## src/rtl/shared_mem_arbiter.sv

```systemverilog
// Round-robin arbiter sharing one single-port data memory between two cores,
// with per-core lock (idle timeout) and misaligned-access rejection.
module shared_mem_arbiter #(
    parameter int LOCK_TIMEOUT = 16,
    parameter int TO_W         = 5
) (
    input  logic        clock,
    input  logic        reset,
    input  logic        c0_req,
    input  logic        c0_we,
    input  logic        c0_lock,
    input  logic [31:0] c0_addr,
    input  logic [31:0] c0_wdata,
    output logic [31:0] c0_rdata,
    output logic        c0_ready,
    output logic        c0_err,
    input  logic        c1_req,
    input  logic        c1_we,
    input  logic        c1_lock,
    input  logic [31:0] c1_addr,
    input  logic [31:0] c1_wdata,
    output logic [31:0] c1_rdata,
    output logic        c1_ready,
    output logic        c1_err,
    output logic [31:0] mem_addr,
    output logic        mem_we,
    output logic [31:0] mem_wdata,
    input  logic [31:0] mem_rdata
);

    typedef enum logic [1:0] {IDLE, ISSUE, RESP} state_t;

    state_t          state;
    logic            last_grant;
    logic            lock_vld;
    logic            lock_id;
    logic            cur_id;
    logic            cur_lock;
    logic            cur_mis;
    logic [TO_W-1:0] to_cnt;

    logic            elig0;
    logic            elig1;
    logic            winner;
    logic            sel_we;
    logic            sel_lock;
    logic [31:0]     sel_addr;
    logic [31:0]     sel_wdata;

    // A core whose ready pulse is still high is excluded, giving the other core the gap cycle.
    assign elig0 = c0_req && !c0_ready && (!lock_vld || !lock_id);
    assign elig1 = c1_req && !c1_ready && (!lock_vld ||  lock_id);

    always_comb begin
        winner    = elig1;
        if (elig0 && elig1)
            winner = ~last_grant;
        sel_we    = winner ? c1_we    : c0_we;
        sel_lock  = winner ? c1_lock  : c0_lock;
        sel_addr  = winner ? c1_addr  : c0_addr;
        sel_wdata = winner ? c1_wdata : c0_wdata;
    end

    always_ff @(posedge clock) begin
        if (reset) begin
            state      <= IDLE;
            last_grant <= 1'b1;
            lock_vld   <= 1'b0;
            lock_id    <= 1'b0;
            cur_id     <= 1'b0;
            cur_lock   <= 1'b0;
            cur_mis    <= 1'b0;
            to_cnt     <= '0;
            c0_rdata   <= '0;
            c0_ready   <= 1'b0;
            c0_err     <= 1'b0;
            c1_rdata   <= '0;
            c1_ready   <= 1'b0;
            c1_err     <= 1'b0;
            mem_addr   <= '0;
            mem_we     <= 1'b0;
            mem_wdata  <= '0;
        end else begin
            c0_ready <= 1'b0;
            c0_err   <= 1'b0;
            c1_ready <= 1'b0;
            c1_err   <= 1'b0;
            case (state)
                IDLE: begin
                    if (elig0 || elig1) begin
                        last_grant <= winner;
                        cur_id     <= winner;
                        cur_lock   <= sel_lock;
                        cur_mis    <= (sel_addr[1:0] != 2'b00);
                        mem_addr   <= sel_addr;
                        mem_wdata  <= sel_wdata;
                        mem_we     <= sel_we && (sel_addr[1:0] == 2'b00);
                        to_cnt     <= '0;
                        if (sel_lock) begin
                            lock_vld <= 1'b1;
                            lock_id  <= winner;
                        end
                        state <= ISSUE;
                    end else if (lock_vld) begin
                        // Owner is idle here (it would otherwise be eligible and granted).
                        if (to_cnt == TO_W'(LOCK_TIMEOUT - 1)) begin
                            lock_vld <= 1'b0;
                            to_cnt   <= '0;
                        end else begin
                            to_cnt <= to_cnt + TO_W'(1);
                        end
                    end
                end
                ISSUE: begin
                    mem_we <= 1'b0;
                    state  <= RESP;
                end
                RESP: begin
                    if (cur_id) begin
                        c1_ready <= 1'b1;
                        c1_err   <= cur_mis;
                        c1_rdata <= cur_mis ? 32'd0 : mem_rdata;
                    end else begin
                        c0_ready <= 1'b1;
                        c0_err   <= cur_mis;
                        c0_rdata <= cur_mis ? 32'd0 : mem_rdata;
                    end
                    if (!cur_lock && lock_vld && (lock_id == cur_id))
                        lock_vld <= 1'b0;
                    state <= IDLE;
                end
                default: state <= IDLE;
            endcase
        end
    end

endmodule

```

## config.mk

```make
export PLATFORM = sky130hd
export DESIGN_NAME = shared_mem_arbiter
export DESIGN_NICKNAME = d
export VERILOG_FILES = /design/src/rtl/shared_mem_arbiter.sv
export SDC_FILE = /design/constraint.sdc
export NUM_CORES = 1
export LEC_CHECK = 0
export ABC_AREA = 1
export ABC_CLOCK_PERIOD_IN_PS = 4000
export CAP_MARGIN = 20
export CORE_ASPECT_RATIO = 1.4
export CORE_MARGIN = 2
export CORE_UTILIZATION = 25
export CTS_CLUSTER_SIZE = 8
export DETAILED_ROUTE_END_ITERATION = 8
export GPL_TIMING_DRIVEN = 0
export PLACE_DENSITY = 0.58
export SLEW_MARGIN = 20
export SYNTH_ARGS = -nofsm -noshare
export SYNTH_HDL_FRONTEND = slang
export SYNTH_SLANG_ARGS = --single-unit
```

## constraint.sdc

```tcl
create_clock -name clock -period 4 [get_ports clock]
set_input_delay 0.8 -clock clock [delete_from_list [all_inputs] [get_ports clock]]
set_output_delay 0.8 -clock clock [all_outputs]
set_load 0.02 [all_outputs]
```

Yosys cells after proc, flatten, opt, wreduce, memory -nomap -nowiden

Cells that the tools add are included.

Multiplexer cells: 21
Add/subtract/negate cells: 1
Bitwise gates (word level): 3
Reductions and logical operators: 32
Eq/ne operators: 7

Operators with widths:

| operator              | count |
|---|---|
| $mux W32              | 3 |
| $mux W5               | 3 |
| $mux W1               | 11 |
| $reduce_and A2 Y1     | 5 |
| $logic_and A1 B1 Y1   | 8 |
| $reduce_bool A2 Y1    | 4 |
| $reduce_and A3 Y1     | 2 |
| $reduce_or A3 Y1      | 2 |
| $add A5 B1 Y5 const B | 1 |
| $eq A5 B4 Y1 const B  | 1 |
| $logic_not A1 Y1      | 5 |
| $logic_not A2 Y1      | 2 |
| $ne A2 B2 Y1 const B  | 2 |
| $pmux W1 S2           | 2 |
| $pmux W2 S2           | 1 |
| $logic_or A1 B1 Y1    | 3 |
| $ne A3 B3 Y1 const B  | 1 |
| $not A1 Y1            | 3 |
| $eq A2 B1 Y1 const B  | 1 |
| $eq A2 B2 Y1 const B  | 1 |
| $mux W2               | 1 |
| $reduce_or A2 Y1      | 1 |
| $eq A1 B1 Y1          | 1 |

Bits in registers: 146
Logic and storage cells: 81
Input bits: 168
Output and inout bits: 133

Logic depth before layout (Yosys ltp)

Gate-level depths: netlist of run 1.

Depth in word-level cells: 10
Gate-level depth with buffers: 11
Mapped depth without buffers: 10

Least setup slack after synthesis of run 1

No wires, ideal clock.

Path kind: input to register
Start: in c1_req
End: reg mem_addr[14]
Arrival: 1.710 ns
Setup time: 0.117 ns
Path buffers: 2
Data required time: 3.883 ns
Path slack: 2.173 ns
Stages: 8
Cells stage by stage: inv_1 nor2_1 nand2_1 a21oi_2 nor2_2 buf_4 buf_6 a22o_1

Word-level cells in the longest chain between the ends: 5
Elaborated cells between the ends (all ways): 7
Those cells by class: 2 x mux; 5 x reduce/logical

RTL lines:

| element                            | RTL line | source |
|---|---|---|
| from (decl)                        | 17       | `input logic c1_req,` |
| $logic_and A1 B1 Y1 * (2 in a row) | 52       | `assign elig1 = c1_req && !c1_ready && (!lock_vld \|\| lock_id);` |
| $logic_and A1 B1 Y1                | 56       | `if (elig0 && elig1)` |
| $mux W1                            | 56       |  |
| $mux W32                           | 60       | `sel_addr = winner ? c1_addr : c0_addr;` |
| to (signal assigned)               | 95       | `mem_addr <= sel_addr;` |
| to (decl)                          | 25       | `output logic [31:0] mem_addr,` |

Every way passes the cells marked *; elsewhere a longest branch is shown, timed or not.
A chain may end at the register's enable or synchronous reset.

Worst setup path after layout of run 1

Start: reg c1_ready
End: out c1_ready

RTL lines:

| element                | RTL line | source |
|---|---|---|
| from (decl)            | 23       | `output logic c1_ready,` |
| from (signal assigned) | 78       | `c1_ready <= 1'b0;` |
| from (signal assigned) | 86       | `c1_ready <= 1'b0;` |
| from (signal assigned) | 120      | `c1_ready <= 1'b1;` |

No word-level cell between the ends.

==> impl_metrics.yaml, run 1 <==
run_status:
  status: "finished, final reports clean"
clock_network:
  ctsHoldBuffers: 0
  clk_path_buf_depth: 2
  postCtsResizedCells: 0
  cts_setup_buffers: 0
  cts_buffers: 17
  cts_tree: "done"
  cts_max_level: 4
  clock-root-buffer: "clkbuf_16"
  clkLatencyLatePin_ns: 0.43
  clk_pin_slew_ns: 0.06
  cts_sinks: 146
route:
  dr.pass1.iters: 4
  vias: 6178
  wire_per_inst_microns: 16.0
  first_iter_violations: 251
  wl_met1_mm: 9.19
  drc_errors: 0
  drtAntennaViolNets: 0
  vias_per_cell: 4.47
  wl_met2_mm: 10.9
  top_layer_used: "met4"
  drt-total-wl_mm: 22.2
  dr_wl_met3_mm: 1.65
power:
  finalPower_w: 0.00440
  pwr_density_cell_nw_per_um2: 453
  leakage_nw: 4.09
  ir_worst_vdd_mv: 0.272
yosys:
  synthCells: 750
  syn_avg_cell_area_sq_um: 7.68
  synth.top_cell.area_share_pct: 50.7
  muxShareOfSynthArea_pct: 0
  ys_warn_count: 0
  synthDistinctLibCells: 25
  yosys-top-cells-area: "dfxtp_1 51%, nand2_1 15%, a22o_1 8.1%, o21ai_0 5.3%, a21oi_1 5.0%"
  synth_nets: 919
  synth_area_leader_cell: "dfxtp_1"
  synth_seq_cells: 146
  netlist_area_sq_um: 5760
  yosysSeqAreaShare_pct: 50.7
  synth_edf_count: 0
  synth-adder-area-share_pct: 0.217
  synth_compound_area_share_pct: 18.8
  ys.flop_type: "dfxtp_1"
  synthSimpleGateAreaFrac_pct: 23.6
  synth_top_family_by_area: "simple AND/OR/NAND/NOR gates"
  ys_async_sr_fraction_pct: 0
  synth_xor_area_share_pct: 0.152
sta:
  maxSlewHeadroom_pct: 59.1
  drv_slew: 0
  setup_ws_ns: 1.78
  period_minus_slack_ns: 2.22
  hold_viol: 0
  layout_worst_path_cycle_share_pct: 55.5
  rsz0062_at_grt: "no"
  tns_ns: 0
  max_freq_mhz: 450
  tightest_slew_ns: 0.612
  fin_skew_ns: 0.00649
  final-setup-viol-count: 0
  worst_hold_slack_ns: 0.466
worst_setup_path:
  crit_type: "flop to primary output"
  cp.depth: 1
  crit_path_max_fanout: 3
  cpLargestDelayFamily: "buffers and inverters"
  cp.arrival_ns: 1.42
  r2r_cells: 7
  critPathMaxStageDelay_ns: 0.65
  start_kind: "flop"
  critPathBufInv: 1
  cp_cell_sequence: "clkdlybuf4s50_1"
  cp-startpoint: "c1_ready"
  crit_slowest_cell: "clkdlybuf4s50_1"
  end_kind: "primary output"
  critPathRequiredTime_ns: 3.20
  worstReg2RegStart: "state[1]"
floorplan:
  boundaryPins: 301
  start_util_pct: 25.5
  core-area_sq_um: 22600
  die_area_sq_um: 24300
  row_count: 65
  dieWidth_microns: 132
  die_h_microns: 184
cells_and_area:
  final_util_pct: 42.9
  final_cell_mix: "299 x clkdlybuf4s50_1, 229 x nand2_1, 146 x dfxtp_1, 63 x nor2_1, 61 x o21ai_0"
  nets: 1237
  fillers: 2307
  final_common_cell: "clkdlybuf4s50_1"
  drive_gt1_share_pct: 5.92
  multi_input_comb_area_sq_um: 2470
  seq_area_sq_um: 2920
  n_antenna_cell: 0
  areaGrowthSynthToFinish_pct: 68.5
global_route:
  antenna_found_initial: 0
  grt_use_total_pct: 17.9
  grt-ovfl-total: 0
  grt_pass1_vias: 6163
  grt_pass1_wl_mm: 34.2
  grt_max_degree: 17
place:
  dpl_worst_slack_ns: 1.36
  portBuffers: 299
  dp_hpwl_mm: 16.8
  place_congestion: 0.783
min_path:
  hold_path.startpoint: "c0_rdata[17]"
  worstHoldPathCells: 2
  hold_path.class: "flop to flop"
job:
  drv_cap: 0
[kinds of logic after synthesis]
| family | after synthesis |
|---|---|
| simple gates | 343 |
| compound gates | 175 |
| flops | 146 |
| buf+inv | 84 |
| xor+xnor | 1 |
| fa+ha+maj | 1 |
[where the power goes]
group	switching [W]	internal, W	total (W)
Combinational	0.000610	0.000529	0.00114
Sequential	0.0000753	0.00159	0.00167
Clock	0.000690	0.000901	0.00159
Total	0.00138	0.00302	0.00440
[area by class of cell]
| class | count | share of cell area [%] |
|---|---|---|
| Clock inverter | 12 | 1.25 |
| Tap cell | 301 | 3.88 |
| Timing Repair Buffer | 299 | 30.8 |
| Multi-Input combinational cell | 520 | 25.4 |
| Inverter | 32 | 1.24 |
| Clock buffer | 20 | 4.70 |
| Sequential cell | 146 | 30.1 |
| Buffer | 52 | 2.59 |
[Yosys cell counts, types with 2 or more instances]
library cell / count
o21ai_0: 61
buf_4: 8
nand3_1: 43
inv_2: 4
dfxtp_1: 146
clkbuf_1: 27
nor3_1: 3
inv_1: 28
nand2_1: 229
nor2_1: 63
buf_2: 15
nor2_2: 2
a21oi_1: 57
a22o_1: 53
[per-layer routing]
layer | up-vias | GRT usage, %
met5 | - | 0
met4 | 0 | 5.81
met3 | 25 | 6.15
met2 | 223 | 31.6
met1 | 2804 | 20.2
li1 | 3126 | -
[state kept, by name, summed over array words and instances, names as in the netlist]
register / flops
lock_id: 1
cur_lock: 1
mem_addr: 32
to_cnt: 5
c0_rdata: 32
cur_mis: 1
state: 2
c0_ready: 1
mem_we: 1
c1_err: 1
c1_rdata: 32
last_grant: 1
c1_ready: 1
cur_id: 1
mem_wdata: 32
lock_vld: 1
c0_err: 1
[through the flow]
step / cells / area (sq um)
3_3_place_gp: 1350 / 9130
5_1_grt: 1382 / 9710
2_1_floorplan: 750 / 5760
3_5_place_dp: 1350 / 9130
4_1_cts: 1382 / 9710
6_report: 1382 / 9710
[path summary, 6_finish.rpt]
path             endpoint  slack [ns]
max              c1_ready        1.78
min          c0_rdata[17]        0.47
max reg2reg        c0_err        2.04
min reg2reg  c0_rdata[17]        0.47
Power figures use the tool's default switching activity.
==> run 2, diff against run 1 <==
- ABC_CLOCK_PERIOD_IN_PS: 4000 -> 1800
- PLACE_DENSITY: 0.58 -> 0.6
- clock period: 4 -> 1.8 ns (I/O delays scaled with it)
==> run 2 against run 1 <==
Compared with the run above: sequential cell count unchanged; clock skew up 0.0015 ns; final area up 0.97%; global-route usage down 0.34 points; critical endpoint is now mem_wdata[14]; largest power group unchanged.
==> impl_metrics.yaml, run 2 (synthesis gave the netlist of run 1 again) <==
run_status:
  status: "finished, final reports clean"
global_route:
  grt-ovfl-total: 0
  grt_max_degree: 17
  grt_pass1_vias: 6113
  grt_pass1_wl_mm: 33.7
  grt_use_total_pct: 17.5
  antenna_found_initial: 0
sta:
  tightest_slew_ns: 0.587
  final-setup-viol-count: 0
  tns_ns: 0
  max_freq_mhz: 573
  drv_slew: 0
  setup_ws_ns: 0.0551
  hold_viol: 0
  layout_worst_path_cycle_share_pct: 96.9
  fin_skew_ns: 0.00800
  period_minus_slack_ns: 1.74
  maxSlewHeadroom_pct: 60.8
floorplan:
  core-area_sq_um: 22600
  boundaryPins: 301
  start_util_pct: 25.5
  dieWidth_microns: 132
  die_area_sq_um: 24300
  die_h_microns: 184
  row_count: 65
route:
  drc_errors: 0
  dr.pass1.iters: 6
  drtAntennaViolNets: 0
  first_iter_violations: 194
  vias: 6123
  drt-total-wl_mm: 21.8
  wire_per_inst_microns: 15.8
  vias_per_cell: 4.43
cells_and_area:
  drive_gt1_share_pct: 6.75
  nets: 1238
  fin_cells: 1383
  fillers: 2280
  finalInstanceArea_sq_um: 9800
  final_cell_mix: "283 x clkdlybuf4s50_1, 227 x nand2_1, 144 x dfxtp_1, 61 x nor2_1, 60 x o21ai_0"
  final_common_cell: "clkdlybuf4s50_1"
  areaGrowthSynthToFinish_pct: 70.1
  n_antenna_cell: 0
clock_network:
  cts_sinks: 146
  cts_buffers: 17
  clkLatencyLatePin_ns: 0.42
  clock-root-buffer: "clkbuf_16"
  cts_tree: "done"
  cts_max_level: 4
  clk_path_buf_depth: 2
  clk_pin_slew_ns: 0.06
power:
  ir_worst_vdd_mv: 0.566
  leakage_nw: 4.36
  switching_power_w: 0.00303
  seqPwrFrac_pct: 38.1
  internal_power_w: 0.00671
  finalPower_w: 0.00974
  switching_share_pct: 31.1
  clkPwrFrac_pct: 35.6
  pwr_density_cell_nw_per_um2: 993
  comb_power_share_pct: 26.4
worst_setup_path:
  critPathBufInv: 1
  cp.arrival_ns: 1.38
  critPathRequiredTime_ns: 1.44
  critPathMaxStageDelay_ns: 0.63
  crit_type: "flop to primary output"
  end_kind: "primary output"
  crit_path_max_fanout: 2
  cp_cell_sequence: "clkdlybuf4s50_1"
  start_kind: "flop"
  cpLargestDelayFamily: "buffers and inverters"
  crit_slowest_cell: "clkdlybuf4s50_1"
job:
  drv_cap: 0
place:
  dpl_worst_slack_ns: -0.411
  dp_hpwl_mm: 16.5
  dp_cells: 1350
  place_congestion: 0.820
  portBuffers: 299
  placed_cell_area_sq_um: 9130
min_path:
  hold_path.class: "input port to flop"
run 2: per-stage QoR:
stage	util (%)	hold slack [ns]
after floorplan	-	0.440
final	43.4	0.379
after global placement	40.4	0.452
after CTS	42.9	0.350
after detailed placement	40.4	0.454
after global routing	43.4	0.434
run 2: metal layers:
layer,track usage (%),up-vias,share of wire (%)
li1,-,3124,-
met5,0,-,0
met2,30.8,222,49
met3,5.51,22,6.9
met1,20.1,2755,42
met4,5.89,0,1.7
run 2: path summary, 6_finish.rpt:
path         cells after the start            end          start  slack (ns)
max                              1  mem_wdata[14]  mem_wdata[14]        0.06
min reg2reg                      2   c0_rdata[17]   c0_rdata[17]        0.46
min                              2       cur_lock          reset        0.38
max reg2reg                      9  mem_wdata[28]       lock_vld        0.17
run 2: repair_timing:
item / CTS / global route
endpoints found under the setup margin: 21 / 109
hold buffers: 0 / 0
pin swaps: 0 / 2
gates cloned: 0 / 0
setup buffers: 0 / 2
gates resized for setup: 6 / 30
run 2: cell type report:
class | count | area [sq um] | area share [%]
multi-input cells | 520 | 2500 | 25.5
clock buffers | 20 | 447 | 4.56
repair buffers | 301 | 3050 | 31.1
flip-flops and latches | 146 | 2930 | 29.8
inverters | 32 | 120 | 1.23
clock inverters | 12 | 123 | 1.25
well taps | 301 | 377 | 3.84
plain buffers | 51 | 263 | 2.68
run 2: power groups by stage:
stage,Combinational (W),Clock [W],Sequential (W)
6_report,0.00257,0.00346,0.00371
3_3_place_gp,0.00256,0,0.00377
4_1_cts,0.00257,0.00355,0.00371
3_5_place_dp,0.00256,0,0.00378
5_1_grt,0.00280,0.00369,0.00374
2_1_floorplan,0.000940,0,0.00410
==> run 3, diff against run 2 <==
- SLEW_MARGIN: 20 -> 10
==> results of run 3 <==
Final layout, timing and power as in run 2 (identical DEF).
